==> src/rtl/time_bcd_serializer_pkg.sv <==
// Shared types, constants and the 12 h hour-mapping helper for the BCD time serializer.
package time_conv_pkg;

    typedef enum logic [1:0] {
        IDLE  = 2'd0,
        PREP  = 2'd1,
        SHIFT = 2'd2,
        DONE  = 2'd3
    } conv_state_t;

    localparam int unsigned DIGIT_W       = 4;
    localparam int unsigned HOURS_PER_DAY = 24;
    localparam int unsigned HOURS_HALF    = HOURS_PER_DAY / 2;
    localparam int unsigned HR_W          = 5;

    typedef struct packed {
        logic [HR_W-1:0] hour;
        logic            pm;
    } hr_map_t;

    // Map a legal 0..23 hour onto the 1..12 dial; 0 shows as 12 AM, 12 as 12 PM.
    function automatic hr_map_t hr_map_12h(input logic [HR_W-1:0] value);
        hr_map_t r;
        r.pm = (value >= HR_W'(HOURS_HALF));
        if (value == '0) begin
            r.hour = HR_W'(HOURS_HALF);
        end else if (value > HR_W'(HOURS_HALF)) begin
            r.hour = value - HR_W'(HOURS_HALF);
        end else begin
            r.hour = value;
        end
        return r;
    endfunction

endpackage

==> src/rtl/time_bcd_serializer_if.sv <==
// Handshake and payload bundle between time counters, the serializer and the digit drivers.
interface time_bcd_serializer_if #(
    parameter int unsigned NUM_CH = 3,
    parameter int unsigned BIN_W  = 6,
    parameter int unsigned DIGITS = 2
);
    import time_conv_pkg::*;

    localparam int unsigned DIN_W = NUM_CH * BIN_W;
    localparam int unsigned BCD_W = NUM_CH * DIGITS * DIGIT_W;

    logic              in_valid;
    logic              in_ready;
    logic              mode_24h;
    logic [DIN_W-1:0]  din;
    logic              out_valid;
    logic              out_ready;
    logic [BCD_W-1:0]  bcd_out;
    logic [NUM_CH-1:0] ovf;
    logic              pm;

    modport master (
        output in_valid, mode_24h, din, out_ready,
        input  in_ready, out_valid, bcd_out, ovf, pm
    );

    modport slave (
        input  in_valid, mode_24h, din, out_ready,
        output in_ready, out_valid, bcd_out, ovf, pm
    );

endinterface

==> src/rtl/time_bcd_serializer_add3.sv <==
// One double-dabble step: add 3 to every BCD nibble >= 5, then shift {bcd, bin} left by one.
module bcd_add3_shift
    import time_conv_pkg::*;
#(
    parameter int unsigned DIGITS = 2,
    parameter int unsigned BIN_W  = 6
) (
    input  logic [DIGITS*DIGIT_W+BIN_W-1:0] din,
    output logic [DIGITS*DIGIT_W+BIN_W-1:0] dout
);

    localparam int unsigned SH_W = DIGITS * DIGIT_W + BIN_W;

    logic [SH_W-1:0] adj;

    // Per-nibble correction followed by the single-bit shift.
    always_comb begin
        adj = din;
        for (int d = 0; d < int'(DIGITS); d++) begin
            if (din[BIN_W + d*DIGIT_W +: DIGIT_W] >= DIGIT_W'(5)) begin
                adj[BIN_W + d*DIGIT_W +: DIGIT_W] = din[BIN_W + d*DIGIT_W +: DIGIT_W] + DIGIT_W'(3);
            end
        end
        dout = adj << 1;
    end

endmodule

==> src/rtl/time_bcd_serializer.sv <==
// Sequential binary-to-BCD converter for a set of time channels with 12/24 h hour mapping.
module time_bcd_serializer
    import time_conv_pkg::*;
#(
    parameter int unsigned NUM_CH  = 3,
    parameter int unsigned BIN_W   = 6,
    parameter int unsigned DIGITS  = 2,
    parameter int unsigned MAX_VAL = 59
) (
    input  logic                  clk,
    input  logic                  rst_n,
    time_bcd_serializer_if.slave  bus
);

    localparam int unsigned CH_W     = (NUM_CH > 1) ? $clog2(NUM_CH) : 1;
    localparam int unsigned CNT_W    = $clog2(BIN_W + 1);
    localparam int unsigned CH_BCD_W = DIGITS * DIGIT_W;
    localparam int unsigned SH_W     = CH_BCD_W + BIN_W;
    localparam int unsigned BCD_W    = NUM_CH * CH_BCD_W;
    localparam int unsigned DIN_W    = NUM_CH * BIN_W;
    localparam logic [CH_BCD_W-1:0] ALL_NINES = {DIGITS{4'h9}};

    conv_state_t         state_q, state_nxt;
    logic [CH_W-1:0]     ch_idx_q;
    logic [CNT_W-1:0]    bit_cnt_q;
    logic [DIN_W-1:0]    din_q;
    logic                mode_q;
    logic [SH_W-1:0]     sh_q, sh_nxt;
    logic                cur_ovf_q;
    logic [BCD_W-1:0]    stage_bcd_q, stage_nxt;
    logic [NUM_CH-1:0]   stage_ovf_q;
    logic                stage_pm_q;
    logic [BCD_W-1:0]    bcd_out_q;
    logic [NUM_CH-1:0]   ovf_q;
    logic                pm_q;
    logic                out_valid_q;

    logic                in_ready_c;
    logic                accept_c;
    logic                shift_done_c;
    logic                last_ch_c;
    logic [BIN_W-1:0]    cur_bin;
    logic [BIN_W-1:0]    prep_val;
    logic                prep_ovf;
    logic                prep_pm;
    hr_map_t             hm;

    // Shared double-dabble step, reused for every channel.
    bcd_add3_shift #(
        .DIGITS (DIGITS),
        .BIN_W  (BIN_W)
    ) u_step (
        .din  (sh_q),
        .dout (sh_nxt)
    );

    assign last_ch_c = (ch_idx_q == CH_W'(NUM_CH - 1));

    // State register.
    always_ff @(posedge clk or negedge rst_n) begin
        if (!rst_n) begin
            state_q <= IDLE;
        end else begin
            state_q <= state_nxt;
        end
    end

    // Next-state logic.
    always_comb begin
        state_nxt = state_q;
        case (state_q)
            IDLE:  if (accept_c) state_nxt = PREP;
            PREP:  state_nxt = SHIFT;
            SHIFT: if (shift_done_c) state_nxt = last_ch_c ? DONE : PREP;
            DONE:  if (bus.out_ready) state_nxt = accept_c ? PREP : IDLE;
            default: state_nxt = IDLE;
        endcase
    end

    // FSM control outputs.
    always_comb begin
        in_ready_c   = 1'b0;
        shift_done_c = 1'b0;
        case (state_q)
            IDLE:  in_ready_c = 1'b1;
            DONE:  in_ready_c = bus.out_ready;
            SHIFT: shift_done_c = (bit_cnt_q == CNT_W'(1));
            default: ;
        endcase
        accept_c = bus.in_valid & in_ready_c;
    end

    // Range check and hour mapping of the channel about to be converted.
    always_comb begin
        cur_bin = '0;
        for (int c = 0; c < int'(NUM_CH); c++) begin
            if (ch_idx_q == CH_W'(c)) cur_bin = din_q[c*BIN_W +: BIN_W];
        end
        prep_val = cur_bin;
        prep_pm  = 1'b0;
        hm       = '0;
        if (ch_idx_q == '0) begin
            prep_ovf = (32'(cur_bin) >= HOURS_PER_DAY);
            prep_pm  = (32'(cur_bin) >= HOURS_HALF);
            if (!prep_ovf && !mode_q) begin
                hm       = hr_map_12h(HR_W'(cur_bin));
                prep_val = BIN_W'(hm.hour);
                prep_pm  = hm.pm;
            end
        end else begin
            prep_ovf = (32'(cur_bin) > MAX_VAL);
        end
    end

    // Staging image with the finished channel's digits merged in.
    always_comb begin
        stage_nxt = stage_bcd_q;
        for (int c = 0; c < int'(NUM_CH); c++) begin
            if (ch_idx_q == CH_W'(c)) begin
                stage_nxt[c*CH_BCD_W +: CH_BCD_W] = cur_ovf_q ? ALL_NINES : sh_nxt[SH_W-1 -: CH_BCD_W];
            end
        end
    end

    // Datapath: capture, per-channel load/shift, staging and presented results.
    always_ff @(posedge clk or negedge rst_n) begin
        if (!rst_n) begin
            ch_idx_q    <= '0;
            bit_cnt_q   <= '0;
            din_q       <= '0;
            mode_q      <= 1'b0;
            sh_q        <= '0;
            cur_ovf_q   <= 1'b0;
            stage_bcd_q <= '0;
            stage_ovf_q <= '0;
            stage_pm_q  <= 1'b0;
            bcd_out_q   <= '0;
            ovf_q       <= '0;
            pm_q        <= 1'b0;
            out_valid_q <= 1'b0;
        end else begin
            out_valid_q <= (state_nxt == DONE);
            if (accept_c) begin
                din_q    <= bus.din;
                mode_q   <= bus.mode_24h;
                ch_idx_q <= '0;
            end
            if (state_q == PREP) begin
                sh_q      <= SH_W'(prep_val);
                bit_cnt_q <= CNT_W'(BIN_W);
                cur_ovf_q <= prep_ovf;
                for (int c = 0; c < int'(NUM_CH); c++) begin
                    if (ch_idx_q == CH_W'(c)) stage_ovf_q[c] <= prep_ovf;
                end
                if (ch_idx_q == '0) stage_pm_q <= prep_pm;
            end
            if (state_q == SHIFT) begin
                sh_q      <= sh_nxt;
                bit_cnt_q <= bit_cnt_q - CNT_W'(1);
                if (shift_done_c) begin
                    stage_bcd_q <= stage_nxt;
                    if (last_ch_c) begin
                        bcd_out_q <= stage_nxt;
                        ovf_q     <= stage_ovf_q;
                        pm_q      <= stage_pm_q;
                    end else begin
                        ch_idx_q <= ch_idx_q + CH_W'(1);
                    end
                end
            end
        end
    end

    assign bus.in_ready  = in_ready_c;
    assign bus.out_valid = out_valid_q;
    assign bus.bcd_out   = bcd_out_q;
    assign bus.ovf       = ovf_q;
    assign bus.pm        = pm_q;

endmodule
==> src/flat_wrapper.sv <==
// flat-port wrapper written by rule: the top's interface ports become plain ports
module time_bcd_serializer_flat import time_conv_pkg::*;
#(
    parameter int unsigned NUM_CH  = 3,
    parameter int unsigned BIN_W   = 6,
    parameter int unsigned DIGITS  = 2,
    parameter int unsigned MAX_VAL = 59
)
  (clk, rst_n, bus_in_valid, bus_mode_24h, bus_din, bus_out_ready, bus_in_ready, bus_out_valid, bus_bcd_out, bus_ovf, bus_pm);
  time_bcd_serializer_if #(.NUM_CH(NUM_CH), .BIN_W(BIN_W), .DIGITS(DIGITS)) bus_i ();
  input  logic clk;
  input  logic rst_n;
  input wire logic [$bits(bus_i.in_valid)-1:0] bus_in_valid;
  input wire logic [$bits(bus_i.mode_24h)-1:0] bus_mode_24h;
  input wire logic [$bits(bus_i.din)-1:0] bus_din;
  input wire logic [$bits(bus_i.out_ready)-1:0] bus_out_ready;
  output wire logic [$bits(bus_i.in_ready)-1:0] bus_in_ready;
  output wire logic [$bits(bus_i.out_valid)-1:0] bus_out_valid;
  output wire logic [$bits(bus_i.bcd_out)-1:0] bus_bcd_out;
  output wire logic [$bits(bus_i.ovf)-1:0] bus_ovf;
  output wire logic [$bits(bus_i.pm)-1:0] bus_pm;
  assign bus_i.in_valid = bus_in_valid;
  assign bus_i.mode_24h = bus_mode_24h;
  assign bus_i.din = bus_din;
  assign bus_i.out_ready = bus_out_ready;
  assign bus_in_ready = bus_i.in_ready;
  assign bus_out_valid = bus_i.out_valid;
  assign bus_bcd_out = bus_i.bcd_out;
  assign bus_ovf = bus_i.ovf;
  assign bus_pm = bus_i.pm;
  time_bcd_serializer #(.NUM_CH(NUM_CH), .BIN_W(BIN_W), .DIGITS(DIGITS), .MAX_VAL(MAX_VAL)) u_core (.clk(clk), .rst_n(rst_n), .bus(bus_i));
endmodule
==> config.mk <==
export PLATFORM = sky130hd
export DESIGN_NAME = time_bcd_serializer_flat
export DESIGN_NICKNAME = d
export VERILOG_FILES = /design/src/rtl/time_bcd_serializer_pkg.sv /design/src/rtl/time_bcd_serializer_if.sv /design/src/rtl/time_bcd_serializer_add3.sv /design/src/rtl/time_bcd_serializer.sv /design/src/flat_wrapper.sv
export SDC_FILE = /design/constraint.sdc
export NUM_CORES = 1
export LEC_CHECK = 0
export BUFFER_PORTS_ARGS = -buffer_cell sky130_fd_sc_hd__buf_2
export CAP_MARGIN = 20
export CORE_AREA = 2 2 170 89
export CTS_BUF_LIST = sky130_fd_sc_hd__clkbuf_8
export DETAILED_ROUTE_END_ITERATION = 8
export DIE_AREA = 0 0 172 91
export PLACE_DENSITY = 0.57
export SYNTH_ARGS = -nofsm -noshare
export SYNTH_HDL_FRONTEND = slang
export SYNTH_SLANG_ARGS = --single-unit
export TNS_END_PERCENT = 5
==> constraint.sdc <==
create_clock -name clk -period 1.9 [get_ports clk]
set_input_delay 0.57 -clock clk [delete_from_list [all_inputs] [get_ports clk]]
set_output_delay 0.57 -clock clk [all_outputs]
set_load 0.03 [all_outputs]
== After elaboration in Yosys (flattened, before gate mapping) ==
Cells that the tools add are included.
Word-level totals
  register bits after elaboration: 98
  word-level logic and storage cells: 79
  input bits: 23
  output and inout bits: 30
Operators by class
  mux-type cells: 31
  bitwise gates (word level): 1
  magnitude comparators: 7
  reductions and logical operators: 12
  eq/ne operators: 7
  add/subtract/negate cells: 5
Operator list (number)
  $mux W8: 4
  $mux W6: 5
  $mux W14: 2
  $mux W2: 8
  $mux W5: 2
  $mux W3: 3
  $eq A2 B2 Y1 const B: 4
  $ge A4 B3 Y1 const B: 2
  $pmux W2 S4: 1
  $reduce_and A2 Y1: 4
  $ge A6 B4 Y1 const B: 1
  $ge A6 B5 Y1 const B: 1
  $gt A6 B6 Y1 const B: 1
  $ge A5 B4 Y1 const B: 1
  $gt A5 B4 Y1 const B: 1
  $logic_not A5 Y1: 1
  $sub A5 B4 Y5 const B: 1
  $add A4 B2 Y4 const B: 1
  $eq A2 B1 Y1 const B: 2
  $logic_not A2 Y1: 2
  $mux W1: 4
  $mux W4: 1
  $add A3 B2 Y3 const B: 1
  $eq A3 B1 Y1 const B: 1
  other kinds (8): 9

== Depth between registers and ports, before layout ==
  depth in word-level cells: 11
  gate-level depth with buffers: 10
  depth with buffers taken out: 9

== Hierarchy ==
A second synthesis with hierarchy kept.
Unflattened totals
  cell total of the unflattened synthesis: 423
  area total of the unflattened synthesis: 4206.5 um^2
By module, submodules not included
  time_bcd_serializer: cells each 387, instances 1, seq. area each 2252.2 um^2, area each 3967.6 um^2
  bcd_add3_shift: cells each 36, instances 1, seq. area each 0.0 um^2, area each 239.0 um^2

== Worst setup path after synthesis ==
OpenSTA, ideal clock, no wires.
  kind: register -> register
  start point: register u_core.state_q[1]
  end point: register u_core.din_q[0]
  cell stages (with the launch flop): 8
  path buffers: 2
  period minus slack after synthesis: 2.271 ns
  slack: -0.371 ns
  data arrival time: 2.147 ns
  setup time: 0.125 ns
  data required time: 1.775 ns
  cell sequence: dfrtp_1 > inv_1 > ha_1 > nor2_1 > and2_1 > clkbuf_1 > buf_2 > mux2_2
Between the ends
  longest elaborated chain between the ends: 3
  elaborated cells on any way between the ends: 4
  classes of those cells: 1 x eq/ne; 1 x mux; 1 x bitwise; 1 x reduce/logical
Ends and longest elaborated chain
  from (decl): RTL line time_bcd_serializer.sv:23  | conv_state_t state_q, state_nxt;
  from (signal assigned): RTL line time_bcd_serializer.sv:64  | state_q <= state_nxt;
  $eq A2 B2 Y1 / $logic_not A2 Y1 (equally long branches): RTL line time_bcd_serializer.sv:84  | case (state_q)
  $pmux W1 S2 (*): RTL line time_bcd_serializer.sv:84
  net bus_in_ready: RTL line flat_wrapper.sv:17  | output wire logic [$bits(bus_i.in_ready)-1:0] bus_in_ready;
  $and A1 B1 Y1 (*): RTL line time_bcd_serializer.sv:90  | accept_c = bus.in_valid & in_ready_c;
  to (signal assigned): RTL line time_bcd_serializer.sv:144  | din_q <= bus.din;
  to (decl): RTL line time_bcd_serializer.sv:26  | logic [DIN_W-1:0] din_q;
The timed path passes the listed nets; every way through them passes the cells marked *.
A chain may end at the register's enable or synchronous reset.

== Worst setup path after layout ==
  start point: register u_core.ch_idx_q[0]
  end point: register u_core.sh_q[3]
Between the ends
  longest elaborated chain between the ends: 11
  elaborated cells on any way between the ends: 18
  classes of those cells: 1 x add/sub; 2 x order compare; 2 x eq/ne; 9 x mux; 4 x reduce/logical
Ends and longest elaborated chain
  from (decl): RTL line time_bcd_serializer.sv:24  | logic [CH_W-1:0] ch_idx_q;
  from (signal assigned): RTL line time_bcd_serializer.sv:167  | ch_idx_q <= ch_idx_q + CH_W'(1);
  $logic_not A2 Y1: RTL line time_bcd_serializer.sv:97, time_bcd_serializer.sv:102
  $mux W6 (3 in a row): RTL line time_bcd_serializer.sv:97  | if (ch_idx_q == CH_W'(c)) cur_bin = din_q[c*BIN_W +: BIN_W];
  $sub A5 B4 Y5, or another cell as far along: RTL line time_bcd_serializer_pkg.sv:28  | r.hour = value - HR_W'(HOURS_HALF);
  $mux W5 / $logic_not A1 Y1 (equally long branches): RTL line time_bcd_serializer_pkg.sv:27, time_bcd_serializer.sv:105
  $mux W5 / $logic_and A1 B1 Y1 (equally long branches): RTL line time_bcd_serializer_pkg.sv:25, time_bcd_serializer.sv:105
  $mux W6: RTL line time_bcd_serializer.sv:105  | if (!prep_ovf && !mode_q) begin
  $mux W6 (*): RTL line time_bcd_serializer.sv:102  | if (ch_idx_q == '0) begin
  $mux W14 (*): RTL line time_bcd_serializer.sv:148  | if (state_q == PREP) begin
  $mux W14 (*): RTL line time_bcd_serializer.sv:157  | if (state_q == SHIFT) begin
  to (signal assigned): RTL line time_bcd_serializer.sv:149  | sh_q <= SH_W'(prep_val);
  to (signal assigned): RTL line time_bcd_serializer.sv:158  | sh_q <= sh_nxt;
  to (decl): RTL line time_bcd_serializer.sv:28  | logic [SH_W-1:0] sh_q, sh_nxt;
Every way passes the cells marked *; elsewhere a longest branch is shown, timed or not. The select of a mux whose other input is x is not followed.

==> summary.json <==
{
  "run_status": {
    "run_status": "finished, violations left",
    "failed_checks": "setup timing"
  },
  "detailed_routing": {
    "wirelength_mm": 10.6,
    "vias": 3153,
    "wl_per_cell_um": 15.2,
    "postRouteAntennaNets": 0,
    "routed_via_density": 4.52,
    "drt_pre_antenna_iters": 4,
    "drcViolationCount": 0,
    "dr.first_iter.drc_count": 185
  },
  "pwr": {
    "ir_worst_vdd_mv": 0.450,
    "total_leakage_power_uw": 0.00257,
    "clock_power_share": 0.189,
    "seqPwrFrac": 0.381,
    "power.share.combinational": 0.430,
    "power.internal_uw": 4300,
    "power_per_cell_area_nw_per_um2": 1290,
    "power_switching_uw": 2530,
    "power.share.switching": 0.371
  },
  "placement": {
    "io_buffer_count": 52,
    "gpl.final_weighted_congestion": 0.943,
    "dp_hpwl_mm": 7.79
  },
  "clock_tree": {
    "cts_max_level": 3,
    "worstSkewPairLatency_ns": 0.37,
    "tritoncts_clock_tree": "done",
    "buffer_levels_on_the_longest_clock_path": 2,
    "numCtsBuffers": 9,
    "cts.sinks": 90,
    "cts_hold_buf": 0,
    "clkSlewWorstSetupHoldPaths_ns": 0.09,
    "clockRootBuffer": "clkbuf_8"
  },
  "setup_path": {
    "critical_path_peak_fanout": 5,
    "critical_path.endpoint_type": "flop",
    "reg2reg_slack_ns": -0.1,
    "r2r_start": "u_core.ch_idx_q[0]",
    "arrival_time_of_the_worst_setup_path_ns": 2.26,
    "crit-reg2reg-capture": "u_core.sh_q[3]",
    "worst-endpoint-required_ns": 2.16,
    "reg2reg_depth": 8,
    "endpoint": "u_core.sh_q[3]",
    "setup.worst_path.start": "u_core.ch_idx_q[0]",
    "timing.critical_path.from_type": "flop",
    "path_class": "flop to flop"
  },
  "sta": {
    "slew_viol_final": 0,
    "fin_skew_ns": 0.0153,
    "final.min_clock_period_ns": 2.00,
    "final_min_period_over_clock_period": 1.05,
    "final_hold_viol_count": 0,
    "worst_pin_slew_ns": 0.447,
    "timing.final.setup_violations": 4,
    "timing.final.ws_setup_ns": -0.0982,
    "timing.fmax_mhz": 500,
    "unrepaired_setup_endpoints_after_global_routing": "yes",
    "setup_tns_ns": -0.254,
    "worst_hold_margin_ns": 0.139,
    "relSlewSlack": 0.702
  },
  "floorplanning": {
    "die_y_um": 91,
    "fp-row-count": 31,
    "ioPinCount": 53,
    "floorplan.initialDensity": 0.294,
    "design.die.area_sq_um": 15700,
    "placeable_core_area_sq_um": 14100,
    "die_x_um": 172
  },
  "flow_run": {
    "max_cap_viol_count": 0
  },
  "hold_path": {
    "holdCritPathClass": "primary input to async pin"
  },
  "layout": {
    "antennaDiodeCount": 0,
    "final_design_utilization": 0.376,
    "layout-drive-gt1-share": 0.355,
    "fin_nets": 530,
    "flow.area_growth_from_synthesis_pct": 27.8
  },
  "logic_synthesis": {
    "post_synth_inst_count": 399,
    "yosys_synthesis_warning_count": 0,
    "synth_fp_nets": 434,
    "synth.ff_latch_count": 90,
    "post_synth_num_cell_types": 47,
    "ys_seq_area_frac": 0.542,
    "post_synth.cell_area_avg_sq_um": 10.4,
    "synthesis.area_sq_um": 4160
  },
  "grt": {
    "grt_antenna_before_repair": 0,
    "grt_max_degree": 34,
    "grt_usage": 0.145,
    "global_route_wire_length_before_repair_mm": 17.3,
    "globalRoute.totalOverflow": 0,
    "number_of_global_route_vias_before_repair": 3294
  }
}
==> area by class of cell <==
cell class              instances  area, sq um
fillers                      1456         8800
flip-flops and latches         90         2250
multi-input cells             275         1850
repair buffers                103          717
well taps                     198          248
clock buffers                   9          124
inverters                      16         60.1
clock inverters                 6         58.8
==> cell usage in the layout (no fill, tap or decap), drive strengths merged, types with 5 or more instances in the layout <==
cell type / Yosys / final
a21o: 5 / 5
a21oi: 23 / 23
and2: 6 / 6
buf: 8 / 103
clkbuf: 10 / 9
dfrtp: 90 / 90
ha: 12 / 12
inv: 16 / 19
mux2: 28 / 28
mux2i: 9 / 9
nand2: 84 / 84
nor2: 35 / 35
nor2b: 5 / 5
o21ai: 16 / 16
o22ai: 7 / 7
==> through the flow <==
stage | cell area [sq um] | setup slack, ns | std cells | power [uW]
after floorplan | 4180 | -0.0125 | 399 | 4360
after global placement | 4990 | -0.0187 | 678 | 5170
after detailed placement | 4990 | -0.112 | 678 | 5240
after CTS | 5260 | -0.0639 | 695 | 6760
after global routing | 5320 | -0.170 | 697 | 7310
final | 5320 | -0.0982 | 697 | 6840
==> metal layers <==
metal,vias up,wire length [um],track usage
met5,-,0,0
met4,0,91,0.0336
met3,14,664,0.0554
met2,74,4100,0.191
met1,1525,5710,0.219
li1,1540,-,-
==> how the worst min path moves through the flow <==
| stage | start | endpoint | slack, ns | cells past startpoint |
|---|---|---|---|---|
| floorplan | rst_n | u_core.bit_cnt_q[0] | 0.27 | 0 |
| global placement | u_core.stage_bcd_q[4] | u_core.bus.bcd_out[4] | 0.45 | 2 |
| detailed placement | u_core.bus.bcd_out[12] | u_core.bus.bcd_out[12] | 0.46 | 2 |
| CTS | rst_n | u_core.sh_q[9] | 0.14 | 1 |
| global route | rst_n | u_core.sh_q[9] | 0.15 | 1 |
| finish | rst_n | u_core.sh_q[9] | 0.14 | 1 |
==> power by group through the flow <==
stage	Combinational, uW	Sequential [uW]	Clock, uW
4_1_cts	2810	2600	1350
3_5_place_dp	2610	2630	0
3_3_place_gp	2530	2640	0
5_1_grt	3220	2650	1440
2_1_floorplan	1810	2540	0
6_report	2940	2610	1290
==> what timing repair did <==
action | 4_1_cts | 5_1_grt
endpoints found under the setup margin | 4 | 25
endpoints found under the hold margin | 0 | 0
resized for setup | 15 | 12
buffers inserted | 2 | 2
pin swaps | 2 | 3
==> Yosys cell counts (all sizes together) <==
cell	count	area [sq um]
or3	1	6.26
o21a	1	7.51
o21bai	1	7.51
a311oi	1	8.76
nor3b	2	15.0
o2111ai	1	8.76
o221ai	1	8.76
mux2	28	315
and2	6	37.5
a2bb2oi	2	30.0
nand2b	4	25.0
o21ai	16	80.1
clkbuf	10	37.5
o31ai	3	22.5
buf	8	52.6
nor2	35	134
mux2i	9	97.6
a221o	2	20.0
nand3	4	20.0
a2111o	1	11.3
a31oi	2	12.5
o22ai	7	43.8
ha	12	150
and3	3	18.8
dfrtp	90	2250
or2	2	12.5
o2bb2ai	2	55.1
xnor2	2	17.5
o2111a	1	11.3
and2b	1	10.0
nor3	4	25.0
a21o	5	45.0
nor2b	5	31.3
a32o	2	20.0
inv	16	60.1
a22o	1	8.76
nand2	84	315
a211oi	1	7.51
a21oi	23	115
==> worst max-delay path, stage by stage, from the launching register on <==
cell and delay, ns:
dfrtp_2 0.43, mux2i_1 0.21, nor2_1 0.07, a21o_4 0.21, ha_4 0.18, and3_1 0.17
nor3_2 0.16, o221ai_2 0.12, a221o_1 0.33
==> kinds of logic after synthesis <==
| logic type | synth area share |
|---|---|
| AO/OA/AOI/OAI | 0.126 |
| AND/OR/NAND/NOR | 0.156 |
| XOR/XNOR | 0.00421 |
| flip-flops | 0.542 |
| adder cells (fa/ha/maj) | 0.0361 |
| multiplexers | 0.0993 |
| buffers and inverters | 0.0361 |
==> state kept, by name, summed over array words and instances (netlist names) <==
signal / flops
u_core.cur_ovf_q: 1
u_core.bus.pm: 1
u_core.stage_pm_q: 1
u_core.bus.ovf: 3
u_core.stage_ovf_q: 3
u_core.bus.out_valid: 1
u_core.ch_idx_q: 2
u_core.state_q: 2
u_core.din_q: 18
u_core.stage_bcd_q: 16
u_core.mode_q: 1
u_core.bus.bcd_out: 24
u_core.sh_q: 14
u_core.bit_cnt_q: 3
Power figures use the tool's default switching activity.
